File: src/rtl/pwm_duty_sequencer_if.sv
// Target-duty request channel between the control logic and pwm_duty_sequencer.
// A target transfers when tgt_valid and tgt_ready are both high on a rising edge.
interface pwm_duty_sequencer_if #(
  parameter int CNT_W = 8
);
  logic             tgt_valid;
  logic [CNT_W-1:0] tgt_data;
  logic             tgt_ready;

  modport master (output tgt_valid, output tgt_data, input  tgt_ready);
  modport slave  (input  tgt_valid, input  tgt_data, output tgt_ready);
endinterface

File: src/rtl/pwm_duty_sequencer.sv
// Free-running PWM period counter plus duty sequencer; duty only moves on the counter wrap edge.
// PWM_RAMP_EN selects a slew-limited ramp (at most STEP per period); without it duty jumps to target on the first wrap.
module pwm_duty_sequencer #(
  parameter int CNT_W = 8,
  parameter int STEP  = 1
) (
  input  logic                       CLK,
  input  logic                       aRSTin,
  pwm_duty_sequencer_if.slave        tgt,
  output logic [CNT_W-1:0]           Din_out,
  output logic [CNT_W-1:0]           cnt,
  output logic                       period_start,
  output logic                       busy,
  output logic                       done
);

  typedef enum logic {
    IDLE = 1'b0,
    RUN  = 1'b1
  } state_t;

  state_t           state_q;
  logic [CNT_W-1:0] cnt_q;
  logic [CNT_W-1:0] duty_q;
  logic [CNT_W-1:0] duty_d;
  logic [CNT_W-1:0] tgt_q;
  logic             ps_q;
  logic             done_q;
  logic             busy_q;
  logic             ready_q;
  logic             wrap;

  assign wrap = (cnt_q == {CNT_W{1'b1}});

`ifdef PWM_RAMP_EN
  localparam logic [CNT_W:0] STEP_X = (CNT_W+1)'(STEP);

  // One extra bit keeps the distance and step arithmetic free of wrap-around.
  logic [CNT_W:0] tgt_x;
  logic [CNT_W:0] duty_x;
  logic [CNT_W:0] diff_x;

  always_comb begin
    tgt_x  = {1'b0, tgt_q};
    duty_x = {1'b0, duty_q};
    diff_x = '0;
    duty_d = duty_q;
    if (tgt_x > duty_x) begin
      diff_x = tgt_x - duty_x;
      duty_d = CNT_W'(duty_x + ((diff_x < STEP_X) ? diff_x : STEP_X));
    end else if (tgt_x < duty_x) begin
      diff_x = duty_x - tgt_x;
      duty_d = CNT_W'(duty_x - ((diff_x < STEP_X) ? diff_x : STEP_X));
    end
  end
`else
  assign duty_d = tgt_q;
`endif

  always_ff @(posedge CLK or posedge aRSTin) begin
    if (aRSTin) begin
      state_q <= IDLE;
      cnt_q   <= '0;
      duty_q  <= '0;
      tgt_q   <= '0;
      ps_q    <= 1'b0;
      done_q  <= 1'b0;
      busy_q  <= 1'b0;
      ready_q <= 1'b1;
    end else begin
      cnt_q  <= cnt_q + CNT_W'(1);
      ps_q   <= wrap;
      done_q <= 1'b0;
      case (state_q)
        IDLE: begin
          if (tgt.tgt_valid) begin
            tgt_q   <= tgt.tgt_data;
            state_q <= RUN;
            busy_q  <= 1'b1;
            ready_q <= 1'b0;
          end
        end
        RUN: begin
          // Re-opening the handshake together with done allows back-to-back targets.
          if (wrap) begin
            duty_q <= duty_d;
            if (duty_d == tgt_q) begin
              state_q <= IDLE;
              busy_q  <= 1'b0;
              ready_q <= 1'b1;
              done_q  <= 1'b1;
            end
          end
        end
      endcase
    end
  end

  // A zero STEP would stall the ramp forever.
  assert property (@(posedge CLK) (STEP >= 1) && (STEP < (1 << CNT_W)));

  assign Din_out       = duty_q;
  assign cnt           = cnt_q;
  assign period_start  = ps_q;
  assign busy          = busy_q;
  assign done          = done_q;
  assign tgt.tgt_ready = ready_q;

endmodule

File: src/flat_wrapper.sv
// flat-port wrapper written by rule: the top's interface ports become plain ports
module pwm_duty_sequencer_flat 
#(
  parameter int CNT_W = 8,
  parameter int STEP  = 1
)
  (CLK, aRSTin, Din_out, cnt, period_start, busy, done, tgt_tgt_valid, tgt_tgt_data, tgt_tgt_ready);
  pwm_duty_sequencer_if #(.CNT_W(CNT_W)) tgt_i ();
  input  logic CLK;
  input  logic aRSTin;
  output logic [CNT_W-1:0] Din_out;
  output logic [CNT_W-1:0] cnt;
  output logic period_start;
  output logic busy;
  output logic done;
  input wire logic [$bits(tgt_i.tgt_valid)-1:0] tgt_tgt_valid;
  input wire logic [$bits(tgt_i.tgt_data)-1:0] tgt_tgt_data;
  output wire logic [$bits(tgt_i.tgt_ready)-1:0] tgt_tgt_ready;
  assign tgt_i.tgt_valid = tgt_tgt_valid;
  assign tgt_i.tgt_data = tgt_tgt_data;
  assign tgt_tgt_ready = tgt_i.tgt_ready;
  pwm_duty_sequencer #(.CNT_W(CNT_W), .STEP(STEP)) u_core (.CLK(CLK), .aRSTin(aRSTin), .tgt(tgt_i), .Din_out(Din_out), .cnt(cnt), .period_start(period_start), .busy(busy), .done(done));
endmodule
File: config.mk
export PLATFORM = sky130hd
export DESIGN_NAME = pwm_duty_sequencer_flat
export DESIGN_NICKNAME = d
export VERILOG_FILES = /design/src/rtl/pwm_duty_sequencer_if.sv /design/src/rtl/pwm_duty_sequencer.sv /design/src/flat_wrapper.sv
export SDC_FILE = /design/constraint.sdc
export NUM_CORES = 1
export LEC_CHECK = 0
export ABC_AREA = 1
export BUFFER_PORTS_ARGS = -buffer_cell sky130_fd_sc_hd__buf_2
export CAP_MARGIN = 20
export CORE_ASPECT_RATIO = 1.75
export CORE_MARGIN = 4
export CORE_UTILIZATION = 45
export DETAILED_ROUTE_END_ITERATION = 6
export PLACE_DENSITY = 0.7
export REMOVE_ABC_BUFFERS = 1
export SETUP_SLACK_MARGIN = 0.02
export SYNTH_ARGS = -nofsm -noshare
export SYNTH_HDL_FRONTEND = slang
export SYNTH_SLANG_ARGS = --single-unit
File: constraint.sdc
create_clock -name CLK -period 1.5 [get_ports CLK]
set_input_delay 0.3 -clock CLK [delete_from_list [all_inputs] [get_ports CLK]]
set_output_delay 0.3 -clock CLK [all_outputs]
set_load 0.01 [all_outputs]
**Yosys cells after proc, flatten, opt, wreduce, memory -nomap -nowiden**

Cells that the tools add are included.

- Register bits after elaboration: 29
- Input port bits: 11
- Word-level logic and storage cells: 27
- Output and inout port bits: 20

- Bitwise gates (word level): 1
- Reductions and logical operators: 3
- Add/subtract/negate cells: 1
- Eq/ne operators: 3
- Multiplexer cells: 11

Operators with widths:

| kind | count |
|---|---|
| adder 8 x 1 -> 8 bit, second input constant | 1 |
| equality test 8 bit, second input constant | 1 |
| two-way mux 1 bit | 8 |
| one-hot mux 1 bit (2 select lines) | 3 |
| AND reduction 2 bit | 3 |
| inequality test 2 bit, second input constant | 2 |
| NOT 1 bit | 1 |

**Depth between registers and ports, before layout**

Gate-level depths: netlist of the first run.

- Depth after elaboration: 3
- Gate-level depth with buffers: 7
- Depth with buffers taken out: 6

**Worst setup path before layout of the first run**

Ideal clock, no wire load.

- Path type: register to register
- From: register u_core.cnt_q[0] (netlist: u_core.cnt[0])
- To: register u_core.duty_q[0] (netlist: u_core.Din_out[0])
- Setup time: 0.117 ns
- Period minus slack after synthesis: 1.247 ns
- Data arrival time: 1.130 ns
- Cell stages (with the launch flop): 8
- Setup slack: 0.253 ns
- Data required time: 1.383 ns
- Path buffers: 1
- Cells stage by stage: dfrtp_1 > ha_1 > nand2_1 > nor2_2 > nand3_2 > buf_6 > nand2_1 > nand2_1

- Cells in the longest elaborated chain, start to end: 2

RTL lines:

| what | RTL line | source |
|---|---|---|
| start: declaration | pwm_duty_sequencer.sv:23 | `logic [CNT_W-1:0] cnt_q;` |
| start signal: assignment | pwm_duty_sequencer.sv:71 | `cnt_q <= cnt_q + CNT_W'(1);` |
| equality test 8 bit | pwm_duty_sequencer.sv:33 | `assign wrap = (cnt_q == {CNT_W{1'b1}});` |
| AND reduction 2 bit (no line) | - |  |
| end signal: assignment | pwm_duty_sequencer.sv:86 | `duty_q <= duty_d;` |
| end: declaration | pwm_duty_sequencer.sv:24 | `logic [CNT_W-1:0] duty_q;` |

No other way between the ends.
A chain may end at the register's enable or synchronous reset.

**Worst setup path after layout of the first run**

- From: register u_core.cnt_q[0] (netlist: u_core.cnt[0])
- To: register u_core.busy_q (netlist: u_core.busy)

- Cells in the longest elaborated chain, start to end: 3

RTL lines:

| what | RTL line | source |
|---|---|---|
| equality test 8 bit | pwm_duty_sequencer.sv:33 |  |
| inequality test 2 bit (no line) | - |  |
| AND reduction 2 bit (no line) | - |  |
| end signal: assignment | pwm_duty_sequencer.sv:68 | `busy_q <= 1'b0;` |
| end signal: assignment | pwm_duty_sequencer.sv:79 | `busy_q <= 1'b1;` |
| end signal: assignment | pwm_duty_sequencer.sv:89 | `busy_q <= 1'b0;` |
| end: declaration | pwm_duty_sequencer.sv:29 | `logic busy_q;` |

No other way between the ends.

==> results of run 1 <==
[worst register-to-register path: stages (launching register included)]
cell and delay [ns]:
dfrtp_1 0.38, ha_1 0.19, nand2_1 0.09, nor2_4 0.14
nand3_2 0.24, o21ai_0 0.15, inv_1 0.05
[registers in the layout (all words and copies together) (netlist names)]
| register | cells |
|---|---|
| u_core.Din_out | 8 |
| u_core.cnt | 8 |
| u_core.duty_d | 8 |
| u_core.busy | 1 |
| u_core.done | 1 |
| u_core.period_start | 1 |
| u_core.state_q | 1 |
| u_core.tgt.tgt_ready | 1 |
[area by class of cell]
| type | instances | area share [%] |
|---|---|---|
| tap | 26 | 2.24 |
| multi-input combinational | 75 | 27.0 |
| clock buffer | 5 | 4.74 |
| inverter | 11 | 2.84 |
| sequential | 29 | 50.1 |
| clock inverter | 3 | 1.21 |
| timing repair buffer | 33 | 11.9 |
[metrics by stage]
step	cells	worst slack [ns]	TNS, ns
after floorplan	115	-0.0498	-0.241
after detailed placement	174	0.104	0
after global placement	174	0.156	0
after global routing	182	0.0182	0
final	182	0.158	0
after CTS	182	0.0904	0
[per-layer routing]
layer	up-vias	wire, um	global-route usage, %	share of wire (%)
met5	-	0	0	0
met4	0	78	11.1	3.4
met3	6	130	5.67	5.6
met2	23	1310	29.1	56
met1	416	811	16.0	35
li1	446	-	-	-
[Yosys cell counts]
library cell	n	area [um^2]
inv_2	1	3.75
dfrtp_1	28	701
nand3_1	2	10.0
nand3b_1	1	7.51
inv_1	10	37.5
a21oi_4	1	16.3
buf_6	1	11.3
nand3_2	1	10.0
nand2_1	48	180
nor2_8	1	20.0
buf_2	1	5.00
o21ai_0	2	10.0
dfstp_2	1	26.3
nand2_2	3	18.8
nor2_2	1	6.26
nor2_1	1	3.75
ha_1	1	12.5
nand4_1	9	56.3
xor2_1	4	35.0
buf_4	1	7.51
[power by group]
group / internal, W / switching (W)
logic: 0.0000108 / 0.0000176
registers: 0.000782 / 0
clock network: 0.000319 / 0.000299
total: 0.00111 / 0.000316
[what timing repair did]
action,in CTS,in global routing
setup endpoints to repair,0,10
hold buffers,0,0
resized for setup,0,1
[path summary, 6_finish.rpt]
path / startpoint / end / slack (ns)
min reg2reg: u_core.cnt[0] / u_core.cnt[0] / 0.47
max: u_core.cnt[0] / u_core.busy / 0.16
min: aRSTin / u_core.period_start / 0.07
min in group CLK: tgt_tgt_data[3] / u_core.duty_d[3] / 0.21
max in group asynchronous: aRSTin / u_core.tgt.tgt_ready / 1.12
max reg2reg: u_core.cnt[0] / u_core.busy / 0.16
[cells by family after synthesis]
| group | after synthesis | synth area share [%] |
|---|---|---|
| AND/OR/NAND/NOR | 67 | 26.5 |
| flip-flops | 29 | 61.7 |
| buffers and inverters | 14 | 5.52 |
| XOR/XNOR | 4 | 2.97 |
| AO/OA/AOI/OAI | 3 | 2.23 |
| adder cells (fa/ha/maj) | 1 | 1.06 |
==> metrics, run 1 <==
status completed; Worst Reg-to-Reg Cells 6; crit path DAT 1.51 ns; clock slew at reported path FFs 0.06 ns; DR WL/cell 12.8 um; fill cell count 238; Least-Margin Pin Slew 0.362 ns; post-route ant nets 0; Post-CTS Setup Inserts 0; Placed Instance Area 0.00136 mm^2; max frequency 745 MHz; RSZ-0062 raised after global routing no; top cell family by delay on the critical path simple AND/OR/NAND/NOR gates; clock sinks 29; number of inserted diodes 0; HPWL after DPL 1770 um; Initial DRT Pass Iterations 6; H-tree levels 2; DRC viols 0; final hold slack 0.0687 ns; Setup Viol. Count Final 0; Multi-input gate area 392 um^2; Slew Limit Headroom 75.9%; Crit Path Max Fanout 11; height of the die 75.7 um; Core Box Area 0.00249 mm^2; Synth warnings 0; Slew Viols, Final 0; FF+latch area 727 um^2; Initial DRC Count 10; first-pass GRT wire length 4050 um; Crit Path Category reg -> reg; CTS tree yes; post-synthesis cell count 118; CP peak stage delay 0.38 ns; leakage 0.875 nW; critical path, cell by cell ha_1 -> nand2_1 -> nor2_4 -> nand3_2 -> o21ai_0 -> inv_1; Max Cap Viol 0; pwr dens 984 mW/mm^2; Hold Crit Class in -> async; ratio of cells with drive above 1 in the final layout 32.1%; vias in the first global route 937; critical path depth 6; CP max-delay cell dfrtp_1; Avg Cell Area, Syn 9.99 um^2; final WL 2330 um; Clock Path Buffers 2; IO Count 31; largest net degree at the start of global routing 30; Yosys reg bits 29; Tot Pwr 0.00143 W; initial core utilization 47.3%; num rows 24; aggregate global-route resource usage 16.8%; GRT overflow 0; Finished Cell Area 0.00145 mm^2; Netlist Area Pre-Place 0.00118 mm^2; clk_lat worst skew 0.28 ns; Crit. End Element flip-flop; Root Buffer clkbuf_8; final hold viol count 0; # nets final 167; CTS buffer count 5; Setup crit start kind flip-flop; Via density 4.90; Unique masters post-synth 20; Buffers on Ports 30; Final GP Congestion 0.703; commonest non-fill, non-tap cell in the layout nand2_1; commonest cells after routing, fill and taps aside nand2_1 (48), buf_2 (30), dfrtp_1 (28); crit share post-route 89.5%; vias post-DR 891; Die X 46.7 um; Required @ worst endpoint 1.67 ns; synthesis-to-finish area growth 23.1%; maximum vdd drop 0.000529 V; post-layout min period 1.34 ns; part of the Yosys area used for sequential elements 61.7%; antenna violations before repair 0; CP bufs+invs 1; Final Skew 0.00222 ns; post-layout util 58.2%; total die area 0.00353 mm^2
No activity file was read; power rests on OpenSTA's default activity.
==> inputs of run 2 (changes only) <==
Clock period 1.5 ns to 1.74 ns, I/O delays scaled along.
==> run 2 against run 1 <==
  * Clock-buffer cell count rose by 1
  * Non-clock buffer count decreased by 1
  * Register-to-register slack gained 0.27 ns
  * Wire length shrank 4.2%
  * Critical path type unchanged
==> metrics, run 2 (synthesis results as in run 1) <==
status completed; leakage 0.872 nW; CTS buffer count 5; crit path DAT 1.48 ns; Hold Crit Class in -> async; ratio of cells with drive above 1 in the final layout 31.0%; final WL 2230 um; synthesis-to-finish area growth 21.8%; HPWL after DPL 1680 um; antenna violations before repair 0; pre-CTS setup slack 0.413 ns; Die X 46.7 um; Root Buffer clkbuf_8; largest net degree at the start of global routing 30; Least-Margin Pin Slew 0.358 ns; CP Launch Point u_core.cnt[0]; FF+latch area 727 um^2; Slew Viols, Final 0; first-pass GRT wire length 3850 um; post-layout min period 1.31 ns; commonest cells after routing, fill and taps aside nand2_1 (48), buf_2 (30), dfrtp_1 (28); post-route ant nets 0; Crit Path Category reg -> reg; clock slew at reported path FFs 0.06 ns; Multi-input gate area 387 um^2; Setup crit start kind flip-flop; H-tree levels 2; Initial DRT Pass Iterations 4; Required @ worst endpoint 1.91 ns; Crit Path Max Fanout 11; Max Cap Viol 0; Final Skew 0.00415 ns; R2R Setup Slk 0.43 ns; DRC viols 0; maximum vdd drop 0.000612 V; fill cell count 243; critical path, cell by cell ha_1 -> nand2_1 -> nor2_2 -> nand3_2 -> nand2_1 -> nand2_1; Post-CTS Resized 0; Setup Viol. Count Final 0; Initial DRC Count 24; Post-CTS Setup Inserts 0; cts hold-fix bufs 0; Slew Limit Headroom 76.1%; Clock Path Buffers 2; pwr dens 854 mW/mm^2; CP peak stage delay 0.38 ns; Via density 4.89; final hold viol count 0; Buffers on Ports 30; total die area 0.00353 mm^2; vias in the first global route 910; Reg2Reg Capture Point u_core.Din_out[5]; Tot Pwr 0.00123 W; num rows 24; RSZ-0062 raised after global routing no; Setup WS post-layout 0.430 ns; initial core utilization 47.3%; # nets final 166; number of inserted diodes 0; GRT overflow 0; commonest non-fill, non-tap cell in the layout nand2_1; max frequency 764 MHz; DR WL/cell 12.3 um; CTS tree yes; Final GP Congestion 0.722; IO Count 31; post-layout util 57.6%; aggregate global-route resource usage 16.2%; height of the die 75.7 um; Core Box Area 0.00249 mm^2; R2R Path Start u_core.cnt[0]; CP max-delay cell dfrtp_1; Worst Reg-to-Reg Cells 6; top cell family by delay on the critical path simple AND/OR/NAND/NOR gates; Crit. End Element flip-flop; vias post-DR 885; Most Frequent Cell on Critical Path nand2_1; setup tns final 0 ns; clock sinks 29; crit share post-route 75.3%; clk_lat worst skew 0.28 ns; CP bufs+invs 0
-- run 2: cell types whose count changed in the layout (fill, tap and decap cells not counted), sizes merged --
cell / before / now
buf: 33 / 32
clkinvlp: 1 / 0
clkbuf: 5 / 6
-- run 2: worst max path at each step --
| stage | slack, ns | depth (start not counted) | to |
|---|---|---|---|
| 2_1_floorplan | 0.19 | 6 | u_core.busy |
| 3_3_place_gp | 0.48 | 5 | u_core.busy |
| 3_5_place_dp | 0.41 | 6 | u_core.busy |
| 4_1_cts | 0.41 | 6 | u_core.Din_out[5] |
| 5_1_grt | 0.28 | 5 | u_core.Din_out[1] |
| 6_report | 0.43 | 6 | u_core.Din_out[5] |
-- run 2: report_power, final --
group | internal, W | switching [W] | total, W | leakage (nW)
clock | 0.000276 | 0.000251 | 0.000527 | 0.0450
combinational | 0.00000936 | 0.0000154 | 0.0000247 | 0.445
sequential | 0.000675 | 0 | 0.000675 | 0.382
total | 0.000960 | 0.000266 | 0.00123 | 0.872
-- run 2: metal layers --
| metal | up-vias | wire length [um] | part of all wire, % | GRT usage (%) |
|---|---|---|---|---|
| met5 | - | 0 | 0 | 0 |
| met4 | 0 | 71 | 3.2 | 12.3 |
| met3 | 5 | 157 | 7.0 | 6.86 |
| met2 | 22 | 1250 | 56 | 27.6 |
| met1 | 414 | 754 | 34 | 14.3 |
| li1 | 444 | - | - | - |
-- run 2: stage by stage --
step                      instance area (um^2)  hold WS [ns]  cells
after global placement                    1350         0.427    173
after floorplan                           1150         0.425    115
final                                     1440         0.117    181
after global routing                      1440         0.154    181
after detailed placement                  1350         0.428    173
after CTS                                 1440         0.118    181
-- run 2: worst reg2reg max path: stages (launching register included) --
cell and delay (ns):
dfrtp_1 0.38, ha_1 0.20, nand2_1 0.07, nor2_2 0.12, nand3_2 0.23, nand2_1 0.15
nand2_1 0.05
-- run 2: layout make-up --
class                           count  share of cell area (%)
Clock buffer                        6                    5.06
Timing Repair Buffer               32                    11.5
Sequential cell                    29                    50.7
Tap cell                           26                    2.27
Inverter                           11                    2.88
Clock inverter                      2                   0.697
Multi-Input combinational cell     75                    26.9
